===== src/rtl/fixmul_pipe.sv =====
// fixmul_pipe: pipelined saturating signed fixed-point multiplier with valid/ready flow (rounding via FIXMUL_PIPE_ROUND_EN)
module fixmul_pipe #(
  parameter int WIDTH  = 19,
  parameter int FRAC   = 18,
  parameter int STAGES = 3,
  parameter int TAG_W  = 4
) (
  input  logic             clk,
  input  logic             reset,
  input  logic             in_valid,
  output logic             in_ready,
  input  logic [WIDTH-1:0] in_a,
  input  logic [WIDTH-1:0] in_b,
  input  logic [TAG_W-1:0] in_tag,
  output logic             out_valid,
  input  logic             out_ready,
  output logic [WIDTH-1:0] out_data,
  output logic             out_sat,
  output logic [TAG_W-1:0] out_tag
);
  localparam int PW = 2 * WIDTH;
  localparam int QW = PW - FRAC;
  logic             adv;
  logic             v1, s1, v2, s2;
  logic [WIDTH-1:0] ma, mb;
  logic [TAG_W-1:0] t1, t2;
  logic [PW-1:0]    prod, rnd;
  logic [QW-1:0]    q, lim, qs;
  logic             sat_c;
  logic [WIDTH-1:0] res;
  logic [STAGES:3]  v;
  logic [WIDTH-1:0] dat [3:STAGES];
  logic             sat [3:STAGES];
  logic [TAG_W-1:0] tag [3:STAGES];
  assign adv       = !out_valid || out_ready;
  assign in_ready  = adv;
  assign out_valid = v[STAGES];
  assign out_data  = dat[STAGES];
  assign out_sat   = sat[STAGES];
  assign out_tag   = tag[STAGES];
`ifdef FIXMUL_PIPE_ROUND_EN
  assign rnd = prod + (PW'(1) << (FRAC - 1));
`else
  assign rnd = prod;
`endif
  // magnitude is clamped to the largest value representable with the result sign, then re-signed
  always_comb begin
    q     = rnd[PW-1:FRAC];
    lim   = s2 ? (QW'(1) << (WIDTH - 1)) : (QW'(1) << (WIDTH - 1)) - QW'(1);
    sat_c = q > lim;
    qs    = sat_c ? lim : q;
    res   = s2 ? -qs[WIDTH-1:0] : qs[WIDTH-1:0];
  end
  // whole pipe advances together; a stalled output freezes every stage
  always_ff @(posedge clk) begin
    if (reset) begin
      v1 <= 1'b0;
      s1 <= 1'b0;
      ma <= '0;
      mb <= '0;
      t1 <= '0;
      v2 <= 1'b0;
      s2 <= 1'b0;
      prod <= '0;
      t2 <= '0;
      v <= '0;
      for (int k = 3; k <= STAGES; k++) begin
        dat[k] <= '0;
        sat[k] <= 1'b0;
        tag[k] <= '0;
      end
    end else if (adv) begin
      v1 <= in_valid;
      s1 <= in_a[WIDTH-1] ^ in_b[WIDTH-1];
      ma <= in_a[WIDTH-1] ? -in_a : in_a;
      mb <= in_b[WIDTH-1] ? -in_b : in_b;
      t1 <= in_tag;
      v2 <= v1;
      s2 <= s1;
      prod <= PW'(ma) * PW'(mb);
      t2 <= t1;
      v[3] <= v2;
      dat[3] <= res;
      sat[3] <= sat_c;
      tag[3] <= t2;
      for (int k = 4; k <= STAGES; k++) begin
        v[k] <= v[k-1];
        dat[k] <= dat[k-1];
        sat[k] <= sat[k-1];
        tag[k] <= tag[k-1];
      end
    end
  end
endmodule

===== config.mk =====
export PLATFORM = sky130hd
export DESIGN_NAME = fixmul_pipe
export DESIGN_NICKNAME = d
export VERILOG_FILES = /design/src/rtl/fixmul_pipe.sv
export SDC_FILE = /design/constraint.sdc
export NUM_CORES = 1
export LEC_CHECK = 0
export ABC_AREA = 1
export BUFFER_PORTS_ARGS = -buffer_cell sky130_fd_sc_hd__buf_2
export CORE_UTILIZATION = 50
export CTS_CLUSTER_SIZE = 14
export DETAILED_ROUTE_END_ITERATION = 8
export MAX_ROUTING_LAYER = met4
export PLACE_DENSITY_LB_ADDON = 0.05
export SLEW_MARGIN = 20
export SYNTH_ARGS = -nofsm -noshare
export SYNTH_HDL_FRONTEND = slang
export SYNTH_SLANG_ARGS = --single-unit

===== constraint.sdc =====
create_clock -name clk -period 10.2 [get_ports clk]
set_input_delay 0.51 -clock clk [delete_from_list [all_inputs] [get_ports clk]]
set_output_delay 0.51 -clock clk [all_outputs]
set_load 0.05 [all_outputs]

Yosys cells after proc, flatten, opt, wreduce, memory -nomap -nowiden
Memory sizes are Yosys's and may differ from the RTL's.
Cells that the tools add are included.

cells by class
  $add $sub $neg = 3
  $mul = 1
  order comparisons = 1
  mux-type cells = 13
  bitwise operators = 4
  reduce and logical (&&, ||, !) cells = 2

operators by type and width
  operator                                         count
  19-bit two-way mux                               6
  19-bit negation                                  3
  19-bit by 19-bit multiplier with 38-bit output   1
  20-bit by 19-bit > comparator with 1-bit output  1
  1-bit two-way mux                                6
  4-bit two-way mux                                1
  1-bit OR                                         3
  1-bit zero test                                  1
  1-bit logical OR                                 1
  1-bit XOR                                        1

storage, ports and cells
  bits in registers = 89
  bits in writable memories = 24
  input bits = 46
  output and inout port bits = 26
  word-level logic and storage cells = 37
  memories = 3

memories
  name  depth  width  rd ports  clocked after Yosys merged registers in  write ports  RTL line  text
  dat   1      19     1         0                                        1            32        logic [WIDTH-1:0] dat [3:STAGES];
  tag   1      4      1         0                                        1            34        logic [TAG_W-1:0] tag [3:STAGES];
  sat   1      1      1         0                                        1            33        logic sat [3:STAGES];

Longest topological paths before layout
  word-level depth = 6
  gate-level depth with buffers = 28

Worst setup path after synthesis
No wires, ideal clock.

  kind = reg-to-reg
  start = register mb[1]
  end = register prod[29]
  library setup time = 113 ps
  arrival = 5473 ps
  slack = 4613 ps
  cell stages (with the launch flop) = 27
  clock period less this slack = 5587 ps
  cell sequence = dfxtp_1 clkbuf_1 buf_1 nand2_1 inv_1 fa_1 fa_1 inv_1 fa_1 inv_1 fa_1 inv_1 fa_1 fa_1 inv_1 ha_1 nand2_1 nor2_1 nand2_1 o211ai_1 a31oi_1 o21ai_0 nand2_1 inv_1 o21ai_0 nand3_1 nand2_1

between the ends
  cells in the longest elaborated chain, start to end = 1

RTL lines
  item                                            RTL line  text
  start, declared                                 25        logic [WIDTH-1:0] ma, mb;
  start signal, assigned                          76        mb <= in_b[WIDTH-1] ? -in_b : in_b;
  19-bit by 19-bit multiplier with 38-bit output  80        prod <= PW'(ma) * PW'(mb);
  end signal, assigned                            80
  end, declared                                   27        logic [PW-1:0] prod, rnd;

Every way passes these cells.
A chain may end at the register's enable or synchronous reset.

Worst setup path after layout
  start = register ma[10]
  end = register prod[37]

between the ends
  cells in the longest elaborated chain, start to end = 1

RTL lines
  item                                            RTL line  text
  start, declared                                 25
  start signal, assigned                          75        ma <= in_a[WIDTH-1] ? -in_a : in_a;
  19-bit by 19-bit multiplier with 38-bit output  80

Every way passes these cells.

==> impl_metrics.py <==
metrics = {
    "status": {
        "status": "finished clean",
    },
    "synth": {
        "syn_nets": 2881,
        "seq_area_frac_synth": 0.123,
        "synth_ff_type": "dfxtp_1",
        "synth.distinct_cells": 47,
        "ys_ff_latch": 95,
        "yosys.area.top_type": "fa_1",
        "synthArstFlopShare": 0,
        "ys.warnings.count": 0,
        "synth_top_area_frac": 0.330,
        "netlist_instances": 2407,
        "synth_edf_count": 24,
        "yosys-top-cells-area": "fa_1 33%, inv_1 15%, nand2_1 13%, ha_1 10%, dfxtp_1 8.2%",
        "syn_avg_cell_area_sq_um": 7.24,
        "netlist_area_sq_mm": 0.0174,
    },
    "power": {
        "p_int_mw": 1.20,
        "comb_power_share": 0.638,
        "seqPwrFrac": 0.213,
        "swShare": 0.530,
        "leakage_nw": 11.1,
        "power_frac_clock": 0.149,
        "ir_drop_uv": 112,
        "switchingPower_mw": 1.36,
        "powerDensity_mw_per_mm2": 139,
    },
    "global_routing": {
        "grt_pass1_vias": 15000,
        "overflow": 0,
        "grt_antenna_before_repair": 0,
        "grt_pass1_wl_um": 76800,
        "grt_usage": 0.283,
        "grt_max_degree": 58,
    },
    "die": {
        "fp.dieW_um": 189,
        "rows": 68,
        "die_h_um": 189,
        "die-area_sq_mm": 0.0356,
        "core_area_sq_mm": 0.0345,
        "start_util": 0.506,
        "ioPinCount": 72,
    },
    "sta": {
        "timing.fmax_mhz": 159,
        "rsz0062_at_grt": "no",
        "max_slew_margin": 0.266,
        "fin_crit_ns": 6.30,
        "setup_violations": 0,
        "tns_ns": 0,
        "slew_viol_final": 0,
        "worst_pin_slew_ns": 1.10,
        "finalCritPeriodShare": 0.618,
        "layout_setup_ws_ns": 3.90,
        "finalClockSkew_ns": 0.00751,
        "timing_hold_violations_final": 0,
    },
    "cells_and_area": {
        "stdcell_area_sq_mm": 0.0184,
        "fin_nets": 2872,
        "drive_gt1_frac": 0.0549,
        "syn2layout_area_growth_pct": 5.41,
        "diodes": 0,
    },
    "placement": {
        "io_buffers": 71,
        "place_ws_ns": 3.93,
        "placedInstanceArea_sq_mm": 0.0181,
        "gp_congestion": 0.945,
        "dp_hpwl_um": 36400,
    },
    "worst_setup_path": {
        "cpPeakStageDelay_ns": 1.02,
        "arrival_ns": 6.54,
        "critPathLaunchType": "flop",
        "worstSetupPathType": "reg2reg",
        "slowest_stage": "dfxtp_1",
        "crit_buf_inv": 4,
        "cp.required_ns": 10.44,
        "path_common_cell": "fa_1",
        "critical-path-top-delay-family": "adder cells",
        "path_max_fanout": 20,
        "cp_cell_sequence": "nand2_1, fa_1, inv_1, fa_1, fa_1, fa_1, fa_1, inv_1, fa_1, inv_1, ha_1, a21oi_1, inv_1, a31oi_1, o21ai_0, a21oi_1, nand3_1, o21ai_0, o21ai_0",
        "worstSetupEndpointType": "flop",
    },
    "detailed_routing": {
        "vias_per_cell": 5.06,
        "drc": 0,
        "antenna_left": 0,
        "dr.first_iter.drc_count": 816,
        "drt_wl_total_um": 45600,
        "vias": 14500,
        "firstDrtPassIters": 5,
        "wl_per_cell_um": 16.0,
    },
    "clocking": {
        "postCtsSetupRepairBufs": 0,
        "htreeDepth": 3,
        "insertion_delay_ns": 0.36,
        "cts_root_buffer": "clkbuf_16",
        "postCtsResizedCells": 0,
        "numClockSinks": 95,
        "cts_buffers": 9,
        "cts_tree": "yes",
        "clockBufferDepth": 2,
        "ctsHoldBuffers": 0,
        "cts.reportedPaths.clkPinSlew_ns": 0.08,
    },
    "job": {
        "maxCapViolCount": 0,
    },
    "min_path": {
        "hold_path.class": "in2reg",
    },
}
==> cells by family after synthesis <==
logic type	after synthesis	synth area share
AND/OR/NAND/NOR	845	0.195
XOR/XNOR	8	0.00402
AO/OA/AOI/OAI	247	0.0766
buffers and inverters	784	0.171
flip-flops	95	0.123
adder cells (fa/ha/maj)	428	0.431
==> worst min-delay path, delay by kind of cell <==
family | cells | cell delay (ns)
AO/OA/AOI/OAI | 1 | 0.06
buffers and inverters | 1 | 0.07
AND/OR/NAND/NOR | 1 | 0.04
==> cell usage after synthesis, types with 5 or more instances <==
cell	instances
nand3_1	50
nor3_1	14
nand2_2	11
fa_1	287
ha_1	141
nand2_4	5
o22ai_1	7
nor2_1	117
buf_1	9
a31oi_1	10
edfxtp_1	24
a21oi_1	92
nand4_1	11
nor2_2	5
nand2_1	622
clkbuf_1	88
o21ai_0	110
buf_2	5
dfxtp_1	71
inv_1	677
==> sequential cells by signal (all words and copies together) (netlist names) <==
| register | cells |
|---|---|
| prod | 20 |
| dat | 19 |
| ma | 19 |
| mb | 19 |
| t1 | 4 |
| t2 | 4 |
| tag | 4 |
| out_valid | 1 |
| s1 | 1 |
| s2 | 1 |
| sat | 1 |
| v1 | 1 |
| v2 | 1 |
==> per-layer routing <==
layer | GRT usage | wire length (um) | share of wire
met1 | 0.370 | 20500 | 0.45
met2 | 0.468 | 21700 | 0.48
met3 | 0.0324 | 2200 | 0.048
met4 | 0.0695 | 1160 | 0.025
met5 | - | 0 | 0
==> power by group through the flow <==
| stage | logic, mW | registers (mW) | clock network, mW |
|---|---|---|---|
| detailed placement | 1.63 | 0.553 | 0 |
| floorplan | 1.14 | 0.542 | 0 |
| finish | 1.63 | 0.545 | 0.381 |
| global route | 1.88 | 0.554 | 0.402 |
| global placement | 1.62 | 0.552 | 0 |
| CTS | 1.64 | 0.545 | 0.388 |
==> path summary, 6_finish.rpt <==
| check | startpoint | end | slack (ns) | cells after the start |
|---|---|---|---|---|
| worst max register to register | ma[10]$_SDFFE_PP0N_ | prod[37]$_SDFFE_PP0N_ | 3.90 | 19 |
| worst min-delay path | in_valid | v1$_SDFFE_PP0N_ | 0.35 | 3 |
| worst min register to register | mb[13]$_SDFFE_PP0N_ | mb[13]$_SDFFE_PP0N_ | 0.45 | 2 |
| worst max-delay path | ma[10]$_SDFFE_PP0N_ | prod[37]$_SDFFE_PP0N_ | 3.90 | 19 |
==> cell usage in the layout, fill, tap and decap left out, types with 2 or more instances in the layout <==
cell / netlist / layout
a21boi_0: 4 / 4
a21o_1: 3 / 3
a21oi_1: 92 / 92
a31oi_1: 10 / 10
a32o_1: 3 / 3
buf_2: 5 / 71
buf_4: 0 / 14
clkbuf_16: 0 / 11
dfxtp_1: 71 / 71
edfxtp_1: 24 / 24
fa_1: 287 / 287
ha_1: 141 / 141
inv_1: 677 / 677
inv_8: 0 / 3
nand2_1: 622 / 622
nand2_2: 11 / 11
nand2_4: 5 / 5
nand3_1: 50 / 50
nand3_2: 3 / 3
nand4_1: 11 / 11
nor2_1: 117 / 115
nor2_2: 5 / 5
nor2_4: 1 / 3
nor3_1: 14 / 14
nor3b_1: 2 / 2
nor4_1: 3 / 3
o211ai_1: 2 / 2
o21ai_0: 110 / 110
o21ai_1: 3 / 3
o21bai_1: 3 / 3
o22ai_1: 7 / 7
xnor2_1: 4 / 4
xor2_1: 4 / 4
==> per-stage QoR <==
step	utilization	power, mW	cells	hold slack (ns)
after floorplan	-	1.69	2407	0.430
final	0.533	2.56	2858	0.355
after CTS	0.533	2.58	2858	0.342
after detailed placement	0.524	2.18	2842	0.445
after global routing	0.533	2.83	2858	0.366
after global placement	0.524	2.17	2842	0.442
==> final cells by class <==
class | count | area [sq um]
Sequential cell | 95 | 2140
Timing Repair Buffer | 85 | 460
Clock buffer | 11 | 275
Tap cell | 455 | 569
Fill cell | 3438 | 16100
Multi-Input combinational cell | 1528 | 12300
Clock inverter | 5 | 50.0
Inverter | 679 | 2550
(Power assumes the default switching activity.)
